$ cat src/rtl/glitch_pkg.sv
// rtl/glitch_pkg.sv - glitch sequencer shared definitions
// Entry field positions, default widths and the sequencer state encoding.
package glitch_pkg;

  localparam int DW_DEF      = 48;
  localparam int DELAY_W_DEF = 24;
  localparam int PW_W_DEF    = 16;

  localparam int LAST_BIT    = 7;
  localparam int PW_LSB      = 8;
  localparam int PW_MSB      = PW_LSB + PW_W_DEF - 1;
  localparam int DELAY_LSB   = PW_MSB + 1;
  localparam int DELAY_MSB   = DELAY_LSB + DELAY_W_DEF - 1;

  // FETCH + LOAD cycles that overlap the gap between chained pulses
  localparam int FETCH_OVERHEAD = 2;

  typedef enum logic [2:0] {
    ST_IDLE,
    ST_WAIT_TRIG,
    ST_FETCH,
    ST_LOAD,
    ST_DELAY,
    ST_PULSE
  } state_t;

endpackage

$ cat src/rtl/glitch_trig_sync.sv
// rtl/glitch_trig_sync.sv - trigger rising-edge detector
// GLITCH_SEQ_TRIG_SYNC_EN adds a two-flop synchroniser ahead of the detector.
module glitch_trig_sync (
  input  logic clk,
  input  logic rst,
  input  logic trigger,
  output logic rise
);

  logic trig_s;
  logic trig_d;

`ifdef GLITCH_SEQ_TRIG_SYNC_EN
  logic [1:0] sync_q;

  always_ff @(posedge clk or posedge rst) begin
    if (rst) begin
      sync_q <= 2'b00;
    end else begin
      sync_q <= {sync_q[0], trigger};
    end
  end

  assign trig_s = sync_q[1];
`else
  assign trig_s = trigger;
`endif

  always_ff @(posedge clk or posedge rst) begin
    if (rst) begin
      trig_d <= 1'b0;
      rise   <= 1'b0;
    end else begin
      trig_d <= trig_s;
      rise   <= trig_s & ~trig_d;
    end
  end

endmodule

$ cat src/rtl/glitch_sequencer.sv
// rtl/glitch_sequencer.sv - FIFO-driven glitch pulse sequencer
// Optional trigger synchroniser selected by GLITCH_SEQ_TRIG_SYNC_EN (see glitch_trig_sync).
module glitch_sequencer
  import glitch_pkg::*;
#(
  parameter int DW      = DW_DEF,
  parameter int DELAY_W = DELAY_W_DEF,
  parameter int PW_W    = PW_W_DEF
) (
  input  logic          CLOCK,
  input  logic          RESET,
  input  logic          ARM,
  input  logic          TRIGGER,
  input  logic [DW-1:0] FIFO_Q,
  input  logic          FIFO_EMPTY,
  output logic          FIFO_RE,
  output logic          GLITCH_OUT,
  output logic          BUSY,
  output logic          DONE,
  output logic          ERR_UNDERRUN
);

  localparam int DLY_LSB = PW_LSB + PW_W;
  localparam logic [DELAY_W-1:0] OVH   = DELAY_W'(FETCH_OVERHEAD);
  localparam logic [DELAY_W-1:0] D_ONE = DELAY_W'(1);
  localparam logic [PW_W-1:0]    W_ONE = PW_W'(1);

  state_t             state, next_state;
  logic               rise;
  logic [DELAY_W-1:0] dcnt;
  logic [PW_W-1:0]    wcnt;
  logic               last_q;
  logic               first_q;
  logic [DELAY_W-1:0] q_delay;
  logic [DELAY_W-1:0] load_delay;
  logic [PW_W-1:0]    q_width;
  logic               q_last;
  logic               last_sel;
  logic               entry_end;
  logic               unused_bits;

  glitch_trig_sync u_trig (
    .clk     (CLOCK),
    .rst     (RESET),
    .trigger (TRIGGER),
    .rise    (rise)
  );

  assign q_delay     = FIFO_Q[DLY_LSB +: DELAY_W];
  assign q_width     = FIFO_Q[PW_LSB +: PW_W];
  assign q_last      = FIFO_Q[LAST_BIT];
  assign unused_bits = ^FIFO_Q[LAST_BIT-1:0];
  assign BUSY        = (state != ST_IDLE);
  assign last_sel    = (state == ST_LOAD) ? q_last : last_q;

  // Chained entries measure their delay from the end of the previous pulse,
  // so the FETCH/LOAD cycles already spent are taken off the count.
  always_comb begin
    load_delay = q_delay;
    if (!first_q) begin
      load_delay = (q_delay > OVH) ? (q_delay - OVH) : '0;
    end
  end

  always_comb begin
    next_state = state;
    FIFO_RE    = 1'b0;
    entry_end  = 1'b0;
    case (state)
      ST_IDLE: begin
        if (ARM) next_state = ST_WAIT_TRIG;
      end
      ST_WAIT_TRIG: begin
        if (rise) next_state = ST_FETCH;
      end
      ST_FETCH: begin
        if (FIFO_EMPTY) begin
          next_state = ST_IDLE;
        end else begin
          FIFO_RE    = 1'b1;
          next_state = ST_LOAD;
        end
      end
      ST_LOAD: begin
        if (load_delay != '0)   next_state = ST_DELAY;
        else if (q_width != '0) next_state = ST_PULSE;
        else                    entry_end  = 1'b1;
      end
      ST_DELAY: begin
        if (dcnt == D_ONE) begin
          if (wcnt != '0) next_state = ST_PULSE;
          else            entry_end  = 1'b1;
        end
      end
      ST_PULSE: begin
        if (wcnt == W_ONE) entry_end = 1'b1;
      end
      default: next_state = ST_IDLE;
    endcase
    if (entry_end) next_state = last_sel ? ST_IDLE : ST_FETCH;
  end

  always_ff @(posedge CLOCK or posedge RESET) begin
    if (RESET) begin
      state        <= ST_IDLE;
      dcnt         <= '0;
      wcnt         <= '0;
      last_q       <= 1'b0;
      first_q      <= 1'b0;
      GLITCH_OUT   <= 1'b0;
      DONE         <= 1'b0;
      ERR_UNDERRUN <= 1'b0;
    end else begin
      state      <= next_state;
      GLITCH_OUT <= (next_state == ST_PULSE);
      DONE       <= entry_end & last_sel;
      if (state == ST_IDLE && ARM) begin
        ERR_UNDERRUN <= 1'b0;
      end else if (state == ST_FETCH && FIFO_EMPTY) begin
        ERR_UNDERRUN <= 1'b1;
      end
      case (state)
        ST_WAIT_TRIG: first_q <= 1'b1;
        ST_LOAD: begin
          dcnt    <= load_delay;
          wcnt    <= q_width;
          last_q  <= q_last;
          first_q <= 1'b0;
        end
        ST_DELAY: dcnt <= dcnt - D_ONE;
        ST_PULSE: wcnt <= wcnt - W_ONE;
        default: ;
      endcase
    end
  end

endmodule

$ cat config.mk
export PLATFORM = sky130hd
export DESIGN_NAME = glitch_sequencer
export DESIGN_NICKNAME = d
export VERILOG_FILES = /design/src/rtl/glitch_pkg.sv /design/src/rtl/glitch_trig_sync.sv /design/src/rtl/glitch_sequencer.sv
export SDC_FILE = /design/constraint.sdc
export NUM_CORES = 1
export LEC_CHECK = 0
export CORE_MARGIN = 4
export CORE_UTILIZATION = 46
export CTS_BUF_LIST = sky130_fd_sc_hd__clkbuf_8 sky130_fd_sc_hd__clkbuf_16
export CTS_CLUSTER_DIAMETER = 50
export DETAILED_ROUTE_END_ITERATION = 12
export PLACE_DENSITY = 0.72
export SLEW_MARGIN = 20
export SYNTH_ARGS = -nofsm -noshare
export SYNTH_HDL_FRONTEND = slang
export SYNTH_HIERARCHICAL = 1
export SYNTH_SLANG_ARGS = --single-unit
$ cat constraint.sdc
create_clock -name CLOCK -period 2.35 [get_ports CLOCK]
set_input_delay 0.235 -clock CLOCK [delete_from_list [all_inputs] [get_ports CLOCK]]
set_output_delay 0.235 -clock CLOCK [all_outputs]
set_load 0.005 [all_outputs]
==> results.txt, run 1 <==
Each instance of the synthesized netlist takes up on average 8.78 um^2. The max-cap violation count came out at 0. The share of synthesized flip-flops with an asynchronous set or reset is 1.00.

The predominant post-synthesis flop cell is sky130_fd_sc_hd__dfrtp_1. Setup violations remaining at the end of the flow were counted as 8. The critical path's largest stage delay came out at 0.44 ns. The placeable core region came out at 7410 um^2. The count of buffers added on input and output ports is 50.

The worst setup path is captured at a register. The placed instances occupy a cell area of 4980 um^2. The largest area contributor in the synthesized netlist is sky130_fd_sc_hd__dfrtp_1. The buffering stage count on the worst path with inverters included is 1. The placement row count came out at 31. Pin placement for this block handled 58 I/O pins. The endpoint identified for the worst register-to-register timing path is GLITCH_OUT$_DFF_PP0_. The number of distinct library cell variants in the gate-level netlist after synthesis is 70. The internal cell power came out at 2280 uW. The switching share of total power came out at 0.376. The via count of the first global-routing pass is 3962. The part of the total power dissipated in combinational logic came out at 0.450. By instance count, the cell type seen most on the critical path is sky130_fd_sc_hd__or4_4. The initial antenna violation count came out at 0. The maximum buffer depth of the clock tree is 2. For this run, global-route usage on met1 was measured as 0.325. The share of post-route cells with drive strength above 1 came out at 0.319. The final HPWL from detailed placement is 8.74 mm. Summed over all nets, the switching power comes to 1380 uW.

The placer's final routability congestion estimate came out at 0.954. The number of antenna diodes in the final layout is 0. The number of H-tree branching levels is 2.

The critical path goes through or4_4, or4_4, xor2_2, nand4_1, a2111oi_4, buf_4, o21ai_1, nor2b_1. Yosys printed 6 warnings. The clock net in this run drives a total of 50 sinks. The met2 routing resource usage after global routing came out at 0.446. Once detail routing completed, the nets flagged for antenna violations numbered 0. The power density relative to cell area came out at 680 nW/um^2.

The register share of total power came out at 0.372. The final reports fail on negative setup slack. Dividing the final minimum period by the clock period gives 1.07. The overall die area came out at 9260 um^2. Along the worst path, the maximum fanout reaches 3. The share of synthesized area in the top cell type comes to 0.349.

The headroom to the max-slew limit came out at 0.651. The layout overhead on the synthesized area came out at 50.2%. The cell at the slowest stage of the critical path is sky130_fd_sc_hd__dfrtp_2. The final critical-path setup slack came out at -0.163 ns. The leakage power came out at 0.00212 uW.

The pre-antenna-repair detailed-routing pass consisted of 7 iterations. STA classifies the critical path startpoint as a register. The kind of cell with the highest combined delay along the critical path is simple AND/OR/NAND/NOR gates. The via count normalized by instance count is 5.94. Setup repair after global routing could not meet its margin everywhere. The cell area that synthesis handed to floorplanning was 3580 um^2.

For flop-to-flop paths, the worst setup slack is -0.16 ns. Buffers inserted during clock tree synthesis total 5. The time the final worst path needs with I/O delays and setup came out at 2.51 ns. The source-to-sink clock delay at the later pin of the worst-skew pair came out at 0.31 ns. Entering global routing, the biggest net connects 28 pins. The die is 96.2 um wide.

The worst register-to-register path begins at first_q$_DFFE_PP0P_. The worst clock skew came out at 0.0164 ns. The height of the chip came out at 96.2 um.

CTS placed an instance of sky130_fd_sc_hd__clkbuf_8 at the clock tree root. The slew at the pin closest to its max-slew limit is 0.522 ns. Counting flops and latches in the post-synthesis netlist gives 50. In the synthesized netlist, the number of instances is 408. The global router's overall resource usage is 0.256.

Across the VDD grid, the largest voltage drop is 0.402 mV. The layout filler cell count is 540. The total wirelength of the detailed-routed design is 11.6 mm. The final-report hold violation count came out at 0.

STA puts the critical path data required time at 2.59 ns. The share of total power dissipated in the clock network is 0.179. The clock tree from TritonCTS is built.

After the flow finishes, the layout carries non-filler instances totaling 669. Of the synthesized area, sequential elements account for 0.349. The worst endpoint data arrival time is 2.76 ns. Across all layers, the routed design uses 3977 vias. The clock transition at the registers of the reported paths is 0.10 ns. The final-stage net count is 627.

met2 is the most crowded layer. The global-route wire length before repair is 18.8 mm. The final non-filler cell area came out at 5380 um^2. The number of slew-limit violations in the final report is 0. The global-route track usage on met3 is 0.0461. In the routed design, unresolved DRC markers number 0. Dividing the detail-routed wire length by the instance count gives 17.4 um. The flow ran to the end, but the final reports show violations. By area the synthesized netlist is led by sky130_fd_sc_hd__dfrtp_1 (35%), sky130_fd_sc_hd__nor2_1 (4.0%), sky130_fd_sc_hd__nand2_1 (3.8%). The worst hold path belongs to the class primary input to async pin. The number of nets in the synthesized netlist is 466. The synthesized design contains 0 enable-type register cells. The fmax is 0.398 GHz. The number of cells on the worst reg-to-reg path is 8.

The global route total overflow came out at 0. The DRC marker count from the first detailed-route iteration came out at 364. The critical path is of the register to register type. The cell total after placement is 646. At the end of the flow the core is filled with cells to 0.726. The starting utilization of the core area is 0.483. In this run the number of cells on the critical path is 8.
[cell usage after synthesis (3+ instances only)]
library cell	count
sky130_fd_sc_hd__o211ai_1	16
sky130_fd_sc_hd__nor4_1	13
sky130_fd_sc_hd__or4_1	16
sky130_fd_sc_hd__ha_1	5
sky130_fd_sc_hd__nor4_2	6
sky130_fd_sc_hd__o21ai_1	6
sky130_fd_sc_hd__nand4_1	3
sky130_fd_sc_hd__a31oi_1	3
sky130_fd_sc_hd__o311ai_0	9
sky130_fd_sc_hd__nor2_1	38
sky130_fd_sc_hd__o221ai_1	8
sky130_fd_sc_hd__nand2_1	36
sky130_fd_sc_hd__inv_1	12
sky130_fd_sc_hd__or4_4	4
sky130_fd_sc_hd__or3_1	9
sky130_fd_sc_hd__a211oi_1	3
sky130_fd_sc_hd__dfrtp_1	50
sky130_fd_sc_hd__o21ai_0	18
sky130_fd_sc_hd__xor2_1	6
sky130_fd_sc_hd__or2_2	3
sky130_fd_sc_hd__xnor2_1	14
sky130_fd_sc_hd__nor2b_1	5
sky130_fd_sc_hd__o22ai_1	3
sky130_fd_sc_hd__clkbuf_1	12
sky130_fd_sc_hd__nor3_1	21
sky130_fd_sc_hd__and3_1	3
sky130_fd_sc_hd__nand3_1	15
sky130_fd_sc_hd__nand2b_1	4
sky130_fd_sc_hd__a22oi_1	3
sky130_fd_sc_hd__a21oi_1	12
[per-stage QoR]
step	hold WS [ns]	setup TNS [ns]	power [uW]	setup WS, ns
after floorplan	-0.0238	-0.138	2160	-0.0359
after global placement	0.438	-9.32	2810	-0.600
after detailed placement	0.437	-10.08	2870	-0.673
after CTS	0.119	-0.722	3580	-0.124
after global routing	0.143	-1.64	3900	-0.251
final	0.120	-0.873	3660	-0.163
[flip-flops by register name, indices dropped and copies added (netlist names)]
register,cells
u_trig/trig_d,1
dcnt,24
wcnt,16
GLITCH_OUT,1
DONE,1
state,3
u_trig/rise,1
last_q,1
first_q,1
ERR_UNDERRUN,1
[metal layers]
| metal | up-vias | wire length [um] |
|---|---|---|
| met5 | - | 0 |
| met3 | 19 | 719 |
| met4 | 0 | 183 |
| li1 | 1903 | - |
| met2 | 150 | 5790 |
| met1 | 1905 | 4920 |
[cells in the final DEF (no fill, tap or decap), types with 13 or more instances in the layout]
| cell type | n |
|---|---|
| sky130_fd_sc_hd__o211ai_1 | 16 |
| sky130_fd_sc_hd__dfrtp_1 | 49 |
| sky130_fd_sc_hd__nor4_1 | 13 |
| sky130_fd_sc_hd__o21ai_0 | 16 |
| sky130_fd_sc_hd__nor3_1 | 21 |
| sky130_fd_sc_hd__buf_4 | 112 |
| sky130_fd_sc_hd__nor2_1 | 38 |
| sky130_fd_sc_hd__nand2_1 | 36 |
| sky130_fd_sc_hd__xnor2_1 | 14 |
| sky130_fd_sc_hd__clkdlybuf4s50_1 | 41 |
[worst register-to-register path: stages, from the launching register on]
cell and delay, ns:
sky130_fd_sc_hd__dfrtp_2 0.44, sky130_fd_sc_hd__or4_4 0.42, sky130_fd_sc_hd__or4_4 0.44, sky130_fd_sc_hd__xor2_2 0.17
sky130_fd_sc_hd__nand4_1 0.20, sky130_fd_sc_hd__a2111oi_4 0.37, sky130_fd_sc_hd__buf_4 0.18, sky130_fd_sc_hd__o21ai_1 0.10
sky130_fd_sc_hd__nor2b_1 0.13
[cell families after synthesis]
kind of cell	share of synthesized area
compound gates	0.226
buf+inv	0.0293
xor+xnor	0.0489
simple gates	0.323
mux	0.00629
fa+ha+maj	0.0175
flops	0.349
[final cells by class]
| class | instances | area [um^2] | share of cell area |
|---|---|---|---|
| tap | 99 | 124 | 0.0230 |
| sequential | 50 | 1250 | 0.233 |
| timing repair buffer | 168 | 1450 | 0.269 |
| clock buffer | 6 | 82.6 | 0.0153 |
| inverter | 12 | 45.0 | 0.00837 |
| multi-input combinational | 332 | 2390 | 0.444 |
| clock inverter | 2 | 38.8 | 0.00721 |
[what timing repair did]
action / in CTS / in global routing
pin swaps: 15 / 12
hold buffers: 0 / 0
gates cloned: 1 / 0
resized for setup: 18 / 23
setup endpoints to repair: 13 / 26
setup buffers: 7 / 7
hold endpoints to repair: 0 / 0
[worst max path at each step]
| stage | startpoint | end | slack [ns] |
|---|---|---|---|
| after CTS | first_q$_DFFE_PP0P_ | DONE$_DFF_PP0_ | -0.12 |
| after global placement | FIFO_Q[26] | DONE$_DFF_PP0_ | -0.60 |
| after floorplan | first_q$_DFFE_PP0P_ | GLITCH_OUT$_DFF_PP0_ | -0.04 |
| after global routing | first_q$_DFFE_PP0P_ | DONE$_DFF_PP0_ | -0.25 |
| final | first_q$_DFFE_PP0P_ | GLITCH_OUT$_DFF_PP0_ | -0.16 |
| after detailed placement | FIFO_Q[26] | GLITCH_OUT$_DFF_PP0_ | -0.67 |
[power by group through the flow]
stage	combinational, uW	sequential, uW	clock [uW]
2_1_floorplan	797	1360	0
5_1_grt	1810	1390	694
6_report	1650	1360	654
4_1_cts	1570	1350	664
3_3_place_gp	1470	1340	0
3_5_place_dp	1510	1360	0
Note: power is estimated with default switching activity, not from simulation.
==> run 2: changes to the inputs <==
--- a/config.mk
+++ b/config.mk
@@ -9,6 +9,7 @@
 export CORE_UTILIZATION = 46
 export CTS_BUF_LIST = sky130_fd_sc_hd__clkbuf_8 sky130_fd_sc_hd__clkbuf_16
 export CTS_CLUSTER_DIAMETER = 50
+export CTS_CLUSTER_SIZE = 28
 export DETAILED_ROUTE_END_ITERATION = 12
 export PLACE_DENSITY = 0.72
 export SLEW_MARGIN = 20
==> results of run 2 <==
The final DEF is identical to that of run 1; final timing and power are the same.
==> run 3: changes to the inputs <==
--- a/config.mk
+++ b/config.mk
@@ -6,14 +6,13 @@
 export NUM_CORES = 1
 export LEC_CHECK = 0
 export CORE_MARGIN = 4
-export CORE_UTILIZATION = 46
+export CORE_UTILIZATION = 49
 export CTS_BUF_LIST = sky130_fd_sc_hd__clkbuf_8 sky130_fd_sc_hd__clkbuf_16
 export CTS_CLUSTER_DIAMETER = 50
 export CTS_CLUSTER_SIZE = 28
 export DETAILED_ROUTE_END_ITERATION = 12
-export PLACE_DENSITY = 0.72
+export PLACE_DENSITY = 0.76
 export SLEW_MARGIN = 20
 export SYNTH_ARGS = -nofsm -noshare
 export SYNTH_HDL_FRONTEND = slang
-export SYNTH_HIERARCHICAL = 1
 export SYNTH_SLANG_ARGS = --single-unit
==> constraint.sdc (replaced) <==
create_clock -name CLOCK -period 2.2 [get_ports CLOCK]
set_input_delay 0.22 -clock CLOCK [delete_from_list [all_inputs] [get_ports CLOCK]]
set_output_delay 0.22 -clock CLOCK [all_outputs]
set_load 0.005 [all_outputs]
==> run 3 against run 2 <==
The run still ends with negative setup slack left. Critical endpoint unchanged. Clock skew decreased by 0.0069 ns. Largest cell class unchanged. Wire length increased by 22%. Global-route usage increased by 3.2 points. Cell area increased by 3.7%. Fmax decreased by 8.5%. Core utilization increased by 8.6 points. First-iteration DRC count increased by 24%. Cell count increased by 2.2%. Register-to-register slack got worse by 0.38 ns. Worst hold slack improved by 0.12 ns. Sequential share of layout area decreased by 0.85 points. Via count increased by 11%.
==> results.txt, run 3 <==
The run finished, with violations left. The checks that failed: negative setup slack. sky130_fd_sc_hd__dfrtp_1 takes more of the synthesized area than any other cell. In this run the deepest clock path goes through 2 buffers. The worst setup path is of the register to register kind. With fillers left out, the area of the finished cells amounts to 5580 um^2.

The area share of and/or/nand/nor cells after synthesis is 0.320. The largest net degree at the start of global routing is 23. The overall die area came out at 8540 um^2.

The layout filler cell count came out at 399. The height of the chip came out at 92.4 um. The flip-flop count of the largest register after layout is 24. The synthesized flop and latch total is 50. The final HPWL from detailed placement came out at 8.70 mm. The sequential cell area in the final layout is 1250 um^2.

The remaining antenna violation count is 0. The source-to-sink clock delay at the later pin of the worst-skew pair came out at 0.32 ns. The synthesized design contains 0 enable-type register cells.

After synthesis, the largest family of logic cells by area is simple AND/OR/NAND/NOR gates. After detailed routing, the number of remaining DRC violations is 0. The post-synthesis share of cell area spent on full adders, half adders and majority gates is 0.0179.

Setup repair after global routing could not meet its margin everywhere. The fraction of post-synthesis cell area in the top cell type by area is 0.358. Routability-driven placement finished with a final weighted congestion of 0.927. VDD sags by at most 0.352 mV.

The compound-cell area share of the yosys netlist is 0.212. The share of synthesized flip-flops with an asynchronous set or reset is 1.00. The clock network power share is 0.257. The tree is rooted in a sky130_fd_sc_hd__clkbuf_8. The internal cell power is 1650 uW.

The via count of the first global-routing pass came out at 4236. Summed over all failing endpoints, the final setup total negative slack is -2.84 ns. The number of vias after detailed routing is 4400. In this run the horizontal extent of the chip is 92.4 um. The final-report hold violation count is 0. The count of boundary I/O pins is 58. The post-synthesis share of cell area spent on xor and xnor gates came out at 0.0501. The final number of setup-violating endpoints is 14. Leaving out fill and tap cells, the most frequent cells in the layout are sky130_fd_sc_hd__buf_4 (121), sky130_fd_sc_hd__dfrtp_1 (50), sky130_fd_sc_hd__nand2_1 (40).

The initial antenna violation count came out at 0. The number of H-tree branching levels came out at 2. The number of port buffers came out at 50.

The total wirelength of the detailed-routed design came out at 14.1 mm. The maximum fanout count along the critical path is 2. For this block, the initial DRC count from the detailed router was 453.

The global router's overall resource usage came out at 0.287. The global route total overflow is 0. The worst endpoint data arrival time came out at 2.96 ns.

The most common cell in the synthesized netlist is sky130_fd_sc_hd__dfrtp_1. The layout overhead on the synthesized area came out at 59.7%. By count the netlist is led by sky130_fd_sc_hd__dfrtp_1 (50), sky130_fd_sc_hd__nor2_1 (46), sky130_fd_sc_hd__nand2_1 (45).

The mux share of post-synthesis cell area came out at 0.00645. The post-place instance area came out at 4950 um^2. The area of combinational cells with multiple inputs came out at 2470 um^2. After clock tree synthesis, the clock-pin slew on the worst setup and hold paths is 0.10 ns. After detailed routing, the number of vias per cell comes to 6.43. The number of nets in the synthesized netlist came out at 471. The data required time of the worst path is 2.41 ns.

By area the synthesized netlist is led by sky130_fd_sc_hd__dfrtp_1 (36%), sky130_fd_sc_hd__nor2_1 (4.9%), sky130_fd_sc_hd__nand2_1 (4.8%). The number of different library cells used by synthesis comes to 68. The power density relative to cell area came out at 435 nW/um^2.

Once routing completed, OpenROAD measured the worst setup slack at -0.545 ns. The time the final worst path needs with I/O delays and setup came out at 2.74 ns. TritonCTS built the clock tree. The count of inserted antenna diode cells came out at 0.

The largest registers in the layout are dcnt: 24 flops, wcnt: 16 flops, state: 3 flops. The slew at the pin closest to its max-slew limit came out at 0.494 ns. The number of clock sinks seen by CTS came out at 50. Across the run, the number of max-cap violations was 0.

At the end of the flow, the number of nets in the layout was 645. Dividing the final minimum period by the clock period gives 1.25. The routed length per instance is 20.7 um. The sort of element at the start of the critical path is a register. The share of total power dissipated in combinational logic is 0.301.

The hold-fix buffer count after cts is 0. Of the total power, registers draw 0.441. The worst clock skew is 0.00951 ns. The kind of path behind the tightest hold check is primary input to async pin.

The number of slew-limit violations in the final report is 0. The worst setup path is captured at a register. The placement row count came out at 30. The switching share of total power came out at 0.319. The leading cell type in the layout, fill and taps excluded is sky130_fd_sc_hd__buf_4.

The starting utilization of the core area is 0.509. dcnt holds more flip-flops than any other register. The leakage power is 0.00233 uW.

The power after layout is 2430 uW. The first detailed-routing pass ran for 5 iterations. The fmax came out at 0.364 GHz. The predominant post-synthesis flop cell is sky130_fd_sc_hd__dfrtp_1. The fraction of the yosys area taken by sequential cells came out at 0.358.

The count of warnings emitted by yosys came out at 0. The total clock buffers created by CTS is 5. The mapped netlist covers 3490 um^2. The utilization after layout came out at 0.812. In this run the standard cell core region covers 6870 um^2. The global-route wire length before repair is 19.9 mm. The headroom to the max-slew limit is 0.670. Of the cells placed in the final design, the portion with a size suffix greater than 1 is 0.364.

The gate count after technology mapping came out at 413. The analysis attributes to net switching a power of 775 uW. The mean area per synthesized cell is 8.46 um^2.
-- run 3: cell count changes after synthesis, sizes merged, moves of 6 or more --
cell / before / now
o211ai: 16 / 5
nand2: 37 / 45
nor2: 39 / 47
or3: 12 / 4
or4: 20 / 12
a221o: 2 / 8
-- run 3: layout make-up --
| cell class | count | share of cell area |
|---|---|---|
| multi-input cells | 336 | 0.443 |
| clock inverters | 1 | 0.00157 |
| flip-flops and latches | 50 | 0.224 |
| clock buffers | 7 | 0.0173 |
| repair buffers | 183 | 0.284 |
| well taps | 96 | 0.0215 |
| inverters | 11 | 0.00785 |
-- run 3: final timing paths --
path                                               from                      end  slack, ns  cells after the start
worst max-delay path                first_q$_DFFE_PP0P_     GLITCH_OUT$_DFF_PP0_      -0.54                      8
min in group CLOCK                              TRIGGER  u_trig.trig_d$_DFF_PP0_       0.36                      1
worst min register to register  u_trig.trig_d$_DFF_PP0_    u_trig.rise$_DFF_PP0_       0.41                      1
worst min-delay path                              RESET      wcnt[5]$_DFFE_PP0P_       0.24                      2
max in group asynchronous                         RESET     dcnt[13]$_DFFE_PP0P_       1.43                      3
worst max register to register      first_q$_DFFE_PP0P_     GLITCH_OUT$_DFF_PP0_      -0.54                      8
-- run 3: layer usage --
| layer | up-vias | global-route usage | share of wire |
|---|---|---|---|
| met1 | 2081 | 0.324 | 0.36 |
| met3 | 110 | 0.0455 | 0.079 |
| met2 | 295 | 0.529 | 0.50 |
| met5 | - | 0 | 0 |
| li1 | 1914 | - | - |
| met4 | 0 | 0.129 | 0.065 |
-- run 3: metrics by stage --
stage	hold slack (ns)	cells	setup slack [ns]
finish	0.238	684	-0.545
global route	0.280	684	-0.561
CTS	0.255	668	-0.354
detailed placement	0.393	651	-0.818
global placement	0.382	651	-0.743
floorplan	0.251	413	-0.274
-- run 3: power groups by stage --
stage	logic (uW)	clock network (uW)	registers (uW)
floorplan	238	0	1080
global placement	600	0	1070
detailed placement	622	0	1070
CTS	639	614	1060
global route	772	658	1070
finish	732	625	1070
-- run 3: worst max-delay path, stage by stage (launching register included) --
cell	delay, ns
sky130_fd_sc_hd__dfrtp_1	0.43
sky130_fd_sc_hd__or3b_4	0.39
sky130_fd_sc_hd__or3b_4	0.42
sky130_fd_sc_hd__xnor2_2	0.16
sky130_fd_sc_hd__or4b_4	0.54
sky130_fd_sc_hd__nor4_4	0.35
sky130_fd_sc_hd__buf_4	0.17
sky130_fd_sc_hd__o21a_1	0.13
sky130_fd_sc_hd__a211oi_2	0.04
-- run 3: logic make-up after synthesis --
logic type | after synthesis
xor gates and xnor gates | 20
muxes | 2
DFF | 50
buffers and inverters | 28
and+or+nand+nor | 207
AOI/OAI and AO/OA | 101
adders and majority gates | 5
-- run 3: repair_timing --
| item | in CTS | in global routing |
|---|---|---|
| buffers inserted | 9 | 16 |
| endpoints found under the setup margin | 27 | 25 |
| pin swaps | 21 | 35 |
| resized for setup | 35 | 53 |
| cloned | 0 | 1 |
